**src/rtl/interleaved_buck_pulse_gen.sv**
```systemverilog
// Interleaved multi-phase buck pulse generator for discharge machining.
// Sequences breakdown wait, interleaved current-regulated discharge and
// deionisation, and provides per-phase dead time and overcurrent shutdown.
module interleaved_buck_pulse_gen #(
  parameter int unsigned N_PHASE     = 2,
  parameter int unsigned CNT_W       = 16,
  parameter int unsigned DEAD_TIME   = 10,
  parameter int unsigned WAIT_BD_MIN = 300,
  parameter int unsigned WAIT_BD_MAX = 10000,
  parameter int unsigned BD_CUR      = 5,
  parameter int unsigned BD_VOL      = 30,
  parameter int unsigned I_LIMIT     = 80,
  parameter int unsigned INTERLEAVE  = 3
) (
  input  logic               clk,
  input  logic               rst,
  input  logic               start,
  input  logic               stop,
  input  logic               cfg_valid,
  input  logic [CNT_W-1:0]   ton,
  input  logic [CNT_W-1:0]   toff,
  input  logic [CNT_W-1:0]   ip,
  input  logic               single_mode,
  input  logic               fire,
  input  logic [15:0]        sample_current,
  input  logic [15:0]        sample_voltage,
  output logic [N_PHASE-1:0] mosfet_upper,
  output logic [N_PHASE-1:0] mosfet_lower,
  output logic               mosfet_deion,
  output logic               busy,
  output logic               is_breakdown,
  output logic               pulse_done,
  output logic               open_pulse,
  output logic               fault
);

  localparam int unsigned SMP_W     = 16;
  localparam int unsigned CMP_W     = (CNT_W > SMP_W) ? CNT_W : SMP_W;
  localparam int unsigned DT_LOAD_I = (DEAD_TIME > 0) ? DEAD_TIME - 1 : 0;
  localparam int unsigned BD_LAST_I = (WAIT_BD_MAX > 0) ? WAIT_BD_MAX - 1 : 0;

  localparam logic [CNT_W-1:0] CNT_MAX   = '1;
  localparam logic [CNT_W-1:0] DT_LOAD_C = CNT_W'(DT_LOAD_I);
  localparam logic [CNT_W-1:0] BD_MIN_C  = CNT_W'(WAIT_BD_MIN);
  localparam logic [CNT_W-1:0] BD_LAST_C = CNT_W'(BD_LAST_I);
  localparam logic [SMP_W-1:0] BD_CUR_C  = SMP_W'(BD_CUR);
  localparam logic [SMP_W-1:0] BD_VOL_C  = SMP_W'(BD_VOL);
  localparam logic [SMP_W-1:0] I_LIM_C   = SMP_W'(I_LIMIT);

  typedef enum logic [2:0] {
    IDLE, ARMED, WAIT_BD, DISCHARGE, DEION, FAULT
  } state_t;

  typedef enum logic [1:0] {REQ_OFF, REQ_UP, REQ_LO} req_t;

  state_t             state, state_n;
  logic [CNT_W-1:0]   tmr, tmr_n;
  logic [CNT_W-1:0]   ton_sh, toff_sh, ip_sh;
  logic [CNT_W-1:0]   ton_act, toff_act, ip_act;
  logic               load_act;
  logic               oc, bd_hit, below_ip;

  req_t               req_q [N_PHASE];
  req_t               req_n [N_PHASE];
  req_t               want  [N_PHASE];
  logic [CNT_W-1:0]   dt_q  [N_PHASE];
  logic [CNT_W-1:0]   dt_n  [N_PHASE];

  logic [N_PHASE-1:0] upper_n, lower_n;
  logic               deion_n, busy_n, bd_n, done_n, open_n, fault_n;

  // Analog compare decisions on the current samples
  assign oc       = (sample_current > I_LIM_C);
  assign bd_hit   = (tmr >= BD_MIN_C) && (sample_current >= BD_CUR_C) &&
                    (sample_voltage <= BD_VOL_C);
  assign below_ip = (CMP_W'(sample_current) < CMP_W'(ip_act));

  // Next-state decision; stop beats overcurrent beats everything else
  always_comb begin
    state_n = state;
    case (state)
      IDLE:      if (start) state_n = single_mode ? ARMED : WAIT_BD;
      ARMED:     if (fire) state_n = WAIT_BD;
      WAIT_BD: begin
        if (bd_hit)                 state_n = DISCHARGE;
        else if (tmr >= BD_LAST_C)  state_n = DEION;
      end
      DISCHARGE: if (tmr >= ton_act - CNT_W'(1)) state_n = DEION;
      DEION:     if (tmr >= toff_act - CNT_W'(1)) state_n = single_mode ? IDLE : WAIT_BD;
      FAULT:     state_n = FAULT;
      default:   state_n = IDLE;
    endcase
    if (oc && (state != IDLE) && (state != FAULT)) state_n = FAULT;
    if (stop) state_n = IDLE;
  end

  // Shared saturating state timer and next-cycle status flags
  always_comb begin
    tmr_n    = '0;
    load_act = 1'b0;
    if (state_n == state) tmr_n = (tmr == CNT_MAX) ? tmr : tmr + CNT_W'(1);
    load_act = (state_n == WAIT_BD) && (state != WAIT_BD);
    busy_n   = (state_n != IDLE);
    deion_n  = (state_n == DEION) || (state_n == FAULT);
    fault_n  = (state_n == FAULT);
    bd_n     = (state == WAIT_BD) && (state_n == DISCHARGE);
    open_n   = (state == WAIT_BD) && (state_n == DEION);
    done_n   = (state == DISCHARGE) && (state_n == DEION);
  end

  // Per-phase request and dead-time insertion on every upper/lower swap
  always_comb begin
    upper_n = '0;
    lower_n = '0;
    for (int k = 0; k < int'(N_PHASE); k++) begin
      want[k]  = REQ_OFF;
      req_n[k] = REQ_OFF;
      dt_n[k]  = '0;
      if ((state_n == WAIT_BD) && (k == 0)) begin
        want[k] = REQ_UP;
      end else if ((state_n == DISCHARGE) &&
                   (tmr_n >= CNT_W'(k * int'(INTERLEAVE)))) begin
        want[k] = below_ip ? REQ_UP : REQ_LO;
      end
      req_n[k] = want[k];
      if (want[k] != REQ_OFF) begin
        if ((req_q[k] != REQ_OFF) && (want[k] != req_q[k]) && (DEAD_TIME != 0)) begin
          dt_n[k] = DT_LOAD_C;
        end else if (dt_q[k] != '0) begin
          dt_n[k] = dt_q[k] - CNT_W'(1);
        end else begin
          upper_n[k] = (want[k] == REQ_UP);
          lower_n[k] = (want[k] == REQ_LO);
        end
      end
    end
  end

  // State, timers, settings and registered outputs
  always_ff @(posedge clk) begin
    if (rst) begin
      state        <= IDLE;
      tmr          <= '0;
      ton_sh       <= CNT_W'(1);
      toff_sh      <= CNT_W'(1);
      ip_sh        <= '0;
      ton_act      <= CNT_W'(1);
      toff_act     <= CNT_W'(1);
      ip_act       <= '0;
      mosfet_upper <= '0;
      mosfet_lower <= '0;
      mosfet_deion <= 1'b0;
      busy         <= 1'b0;
      is_breakdown <= 1'b0;
      pulse_done   <= 1'b0;
      open_pulse   <= 1'b0;
      fault        <= 1'b0;
      for (int k = 0; k < int'(N_PHASE); k++) begin
        req_q[k] <= REQ_OFF;
        dt_q[k]  <= '0;
      end
    end else begin
      state <= state_n;
      tmr   <= tmr_n;
      if (cfg_valid) begin
        ton_sh  <= ton;
        toff_sh <= toff;
        ip_sh   <= ip;
      end
      if (load_act) begin
        ton_act  <= (ton_sh == '0) ? CNT_W'(1) : ton_sh;
        toff_act <= (toff_sh == '0) ? CNT_W'(1) : toff_sh;
        ip_act   <= ip_sh;
      end
      mosfet_upper <= upper_n;
      mosfet_lower <= lower_n;
      mosfet_deion <= deion_n;
      busy         <= busy_n;
      is_breakdown <= bd_n;
      pulse_done   <= done_n;
      open_pulse   <= open_n;
      fault        <= fault_n;
      for (int k = 0; k < int'(N_PHASE); k++) begin
        req_q[k] <= req_n[k];
        dt_q[k]  <= dt_n[k];
      end
    end
  end

endmodule

```
**config.mk**
```make
export PLATFORM = sky130hd
export DESIGN_NAME = interleaved_buck_pulse_gen
export DESIGN_NICKNAME = d
export VERILOG_FILES = /design/src/rtl/interleaved_buck_pulse_gen.sv
export SDC_FILE = /design/constraint.sdc
export NUM_CORES = 1
export LEC_CHECK = 0
export BUFFER_PORTS_ARGS = -buffer_cell sky130_fd_sc_hd__buf_2
export CAP_MARGIN = 40
export CORE_ASPECT_RATIO = 0.9
export CORE_MARGIN = 1.5
export CORE_UTILIZATION = 55
export DETAILED_ROUTE_END_ITERATION = 7
export PLACE_DENSITY = 0.76
export SLEW_MARGIN = 20
export SYNTH_ARGS = -nofsm -noshare
export SYNTH_HDL_FRONTEND = slang
export SYNTH_SLANG_ARGS = --single-unit
```
**constraint.sdc**
```tcl
create_clock -name clk -period 6.29 [get_ports clk]
set_input_delay 1.258 -clock clk [delete_from_list [all_inputs] [get_ports clk]]
set_output_delay 1.258 -clock clk [all_outputs]
set_load 0.005 [all_outputs]
```
==> run metrics <==
outcome finished, final reports clean; Logic pwr share 13.7%; Synth cell types 67; Worst Hold Class register to register; Max-Cap Viols 0; DPL Wire Length 12,910 um; final WL 17,920 um; drt drc 0; die height 119.8 um; Reg area 3223 um^2; area grow syn2layout 14.17%; Syn Nets 1,096; Worst setup EP type register; CTS sink cnt 161; DRT iter0 DRCs 411; Worst VDD drop 254.5 uV; Reg clk slew, reported paths 0.06 ns; H-tree Lvls 4; final period utilization 73.58%; PortBufs 96; WS Path Type register to register; GRT overflow 0; WP data arrival 4.99 ns; clock buffer depth 2; Int Pwr 1.808 mW; Avg Cell Area, Syn 8.727 um^2; antenna cell count 0; Reg2Reg Setup Slack 1.66 ns; Async S/R FF share, synth 0%; fin crit period 4.628 ns; unrepaired setup endpoints after global routing no; placed cell count 1,215; initial antenna violation count 0; leakage 4.023 nW; I/O pin total 97; TritonRoute pass-1 iters 5; Gate Count Post-Synth 956; fin nets 1,176; root cell of the clock tree clkbuf_16; PostCTS Resize Cnt 0; Hold WS 0.4618 ns; Die Wd 132.8 um; CTS Hold Buffers Added 0; CTS Buf Count 17; Layout Skew 0.01089 ns; DR vias/cell 5.499; synthesis-stage register bit count 161; CTS tree done; die area 15,920 um^2; Slew HR 41.03%; Total GRT Usage 23.47%; Routability Congestion 0.8636; switching share of total power 26.81%; number of synthesized flops with an enable pin 0; Skew-Pair Late Insertion Delay 0.43 ns; final setup fails 0; core area 14,770 um^2; Max Transition Viols Final 0; multi-input logic area 4793 um^2; vias post-DR 6,852; Switch Pwr 662.4 uW; share of layout cells above drive strength 1 14.79%; ys flop type dfxtp_1; Worst-Margin Slew 0.8764 ns; Critical Path Fanout Max 10; sequential share of the synthesized area 38.63%; filler cell count 1,231; largest net degree at the start of global routing 71; final cell count without fillers 1,246; worst path required time 6.65 ns; ANT nets after route 0; Final Hold Violating Endpoints 0; post-CTS setup buffers 0; Pwr Density 259.3 nW/um^2; Clk pwr share 42.2%; first-pass GRT wire length 30,240 um; vias in the first global route 6,326; register share of total power 44.1%; row count 42; Yosys warnings 0; Setup Total Neg Slack 0 ns; Initial Util 56.50%; Syn Std Cell Area 8343 um^2; top achievable clock speed 216.1 MHz; Critical Path Start Type register; Routed WL per cell 14.38 um
cells in the final DEF (no fill, tap or decap), types with 22 or more instances in the layout:
cell type  instances
a21oi_1           45
buf_2             96
dfxtp_1          161
ha_1              53
inv_1             36
mux2i_1           76
nand2_1           47
nand3_1           24
nor2_1           181
nor3_1            35
nor4_1            22
xnor2_1           42
Yosys cell counts, types with 2 or more instances:
cell,count,area share (%)
inv_1,36,1.6
a221oi_1,2,0.21
nor3b_1,3,0.27
nor3_2,6,0.72
o21ai_0,21,1.3
a21oi_1,45,2.7
nor3_1,35,2.1
o2111ai_1,2,0.21
a2111o_1,3,0.40
nand3b_1,2,0.18
a2111oi_0,4,0.42
nand2b_1,13,0.97
and4_1,4,0.42
o221ai_1,2,0.21
a211oi_1,9,0.81
nor4_2,2,0.30
mux2_2,2,0.27
a41oi_1,2,0.21
o311a_1,2,0.24
and2_1,2,0.15
or3_1,10,0.75
nor2b_1,11,0.82
a31oi_1,7,0.52
or4_1,3,0.27
nand3_1,24,1.4
dfxtp_1,161,39
nand4_1,12,0.90
a21o_1,8,0.72
ha_1,53,7.9
a211o_1,3,0.31
o211ai_1,2,0.18
buf_2,12,0.72
buf_1,4,0.18
xor2_1,19,2.0
or2_2,6,0.45
buf_6,4,0.54
xnor2_1,42,4.4
nand2_1,47,2.1
mux2i_1,76,9.1
nor4_1,22,1.6
clkbuf_1,19,0.85
and3_1,8,0.60
nor2_1,181,8.1
o31ai_1,2,0.18
critical path, cell delays in order (launching register included):
cell       delay, ns
dfxtp_1         0.35
nor3_1          0.26
nand2b_1        0.10
nor2_1          0.12
nand2_1         0.09
nor3_1          0.24
nand2b_1        0.14
nor3b_1         0.24
xnor2_1         0.15
ha_1            0.28
a21oi_1         0.13
o21ai_0         0.13
a2111o_1        0.38
o31ai_1         0.46
a21oi_1         0.28
a221oi_1        0.51
o2111ai_1       0.29
buf_2           0.28
a21oi_1         0.12
cells by family (layout without fill, tap and decap cells):
kind of cell               count (synthesis)  after routing  synth area share [%]
xor gates and xnor gates                  61             61                 6.404
and+or+nand+nor                          398            398                 23.23
buffers and inverters                     76            168                 4.004
DFF                                      161            161                 38.63
muxes                                     78             78                 9.388
AOI/OAI and AO/OA                        129            129                 10.39
adders and majority gates                 53             53                 7.948
power by group through the flow:
stage / sequential (mW) / combinational, mW / clock, mW
final: 1.09 / 0.339 / 1.04
after global routing: 1.09 / 0.380 / 1.10
after CTS: 1.09 / 0.339 / 1.06
after detailed placement: 1.11 / 0.337 / 0
after global placement: 1.11 / 0.329 / 0
after floorplan: 1.10 / 0.254 / 0
path summary, 6_finish.rpt:
| check | startpoint | endpoint | cells past startpoint |
|---|---|---|---|
| setup / recovery | ton_act[2] | dt_q[0][6] | 18 |
| hold reg to reg | dt_q[0][10] | dt_q[0][10] | 2 |
| hold / removal | dt_q[0][10] | dt_q[0][10] | 2 |
| setup reg to reg | ton_act[2] | dt_q[0][6] | 18 |
final cells by class:
cell class	instances	share of cell area (%)
multi-input cells	719	50.32
flip-flops and latches	161	33.84
repair buffers	101	5.648
clock buffers	19	4.650
well taps	198	2.601
clock inverters	12	1.524
inverters	36	1.419
sequential cells by signal, summed over array words and instances (netlist names):
| signal | flops |
|---|---|
| busy | 1 |
| dt_q | 32 |
| fault | 1 |
| ip_act | 16 |
| ip_sh | 16 |
| is_breakdown | 1 |
| mosfet_deion | 1 |
| mosfet_lower | 2 |
| mosfet_upper | 2 |
| open_pulse | 1 |
| pulse_done | 1 |
| req_q | 4 |
| state | 3 |
| tmr | 16 |
| toff_act | 16 |
| toff_sh | 16 |
| ton_act | 16 |
| ton_sh | 16 |
layer usage:
| metal | GRT usage (%) | vias to the layer above | part of all wire [%] |
|---|---|---|---|
| li1 | - | 3534 | - |
| met1 | 32.94 | 3148 | 50 |
| met2 | 35.61 | 143 | 44 |
| met3 | 4.985 | 27 | 4.2 |
| met4 | 8.516 | 0 | 1.7 |
| met5 | 0 | - | 0 |
stage by stage:
step	setup WS, ns	util (%)	power (mW)	instance area [um^2]
4_1_cts	1.654	64.51	2.486	9525
2_1_floorplan	2.441	-	1.352	8343
6_report	1.662	64.51	2.470	9525
3_3_place_gp	1.648	60.30	1.438	8905
3_5_place_dp	1.664	60.52	1.447	8937
5_1_grt	1.190	64.51	2.576	9525
No activity file was read; power rests on OpenSTA's default activity.
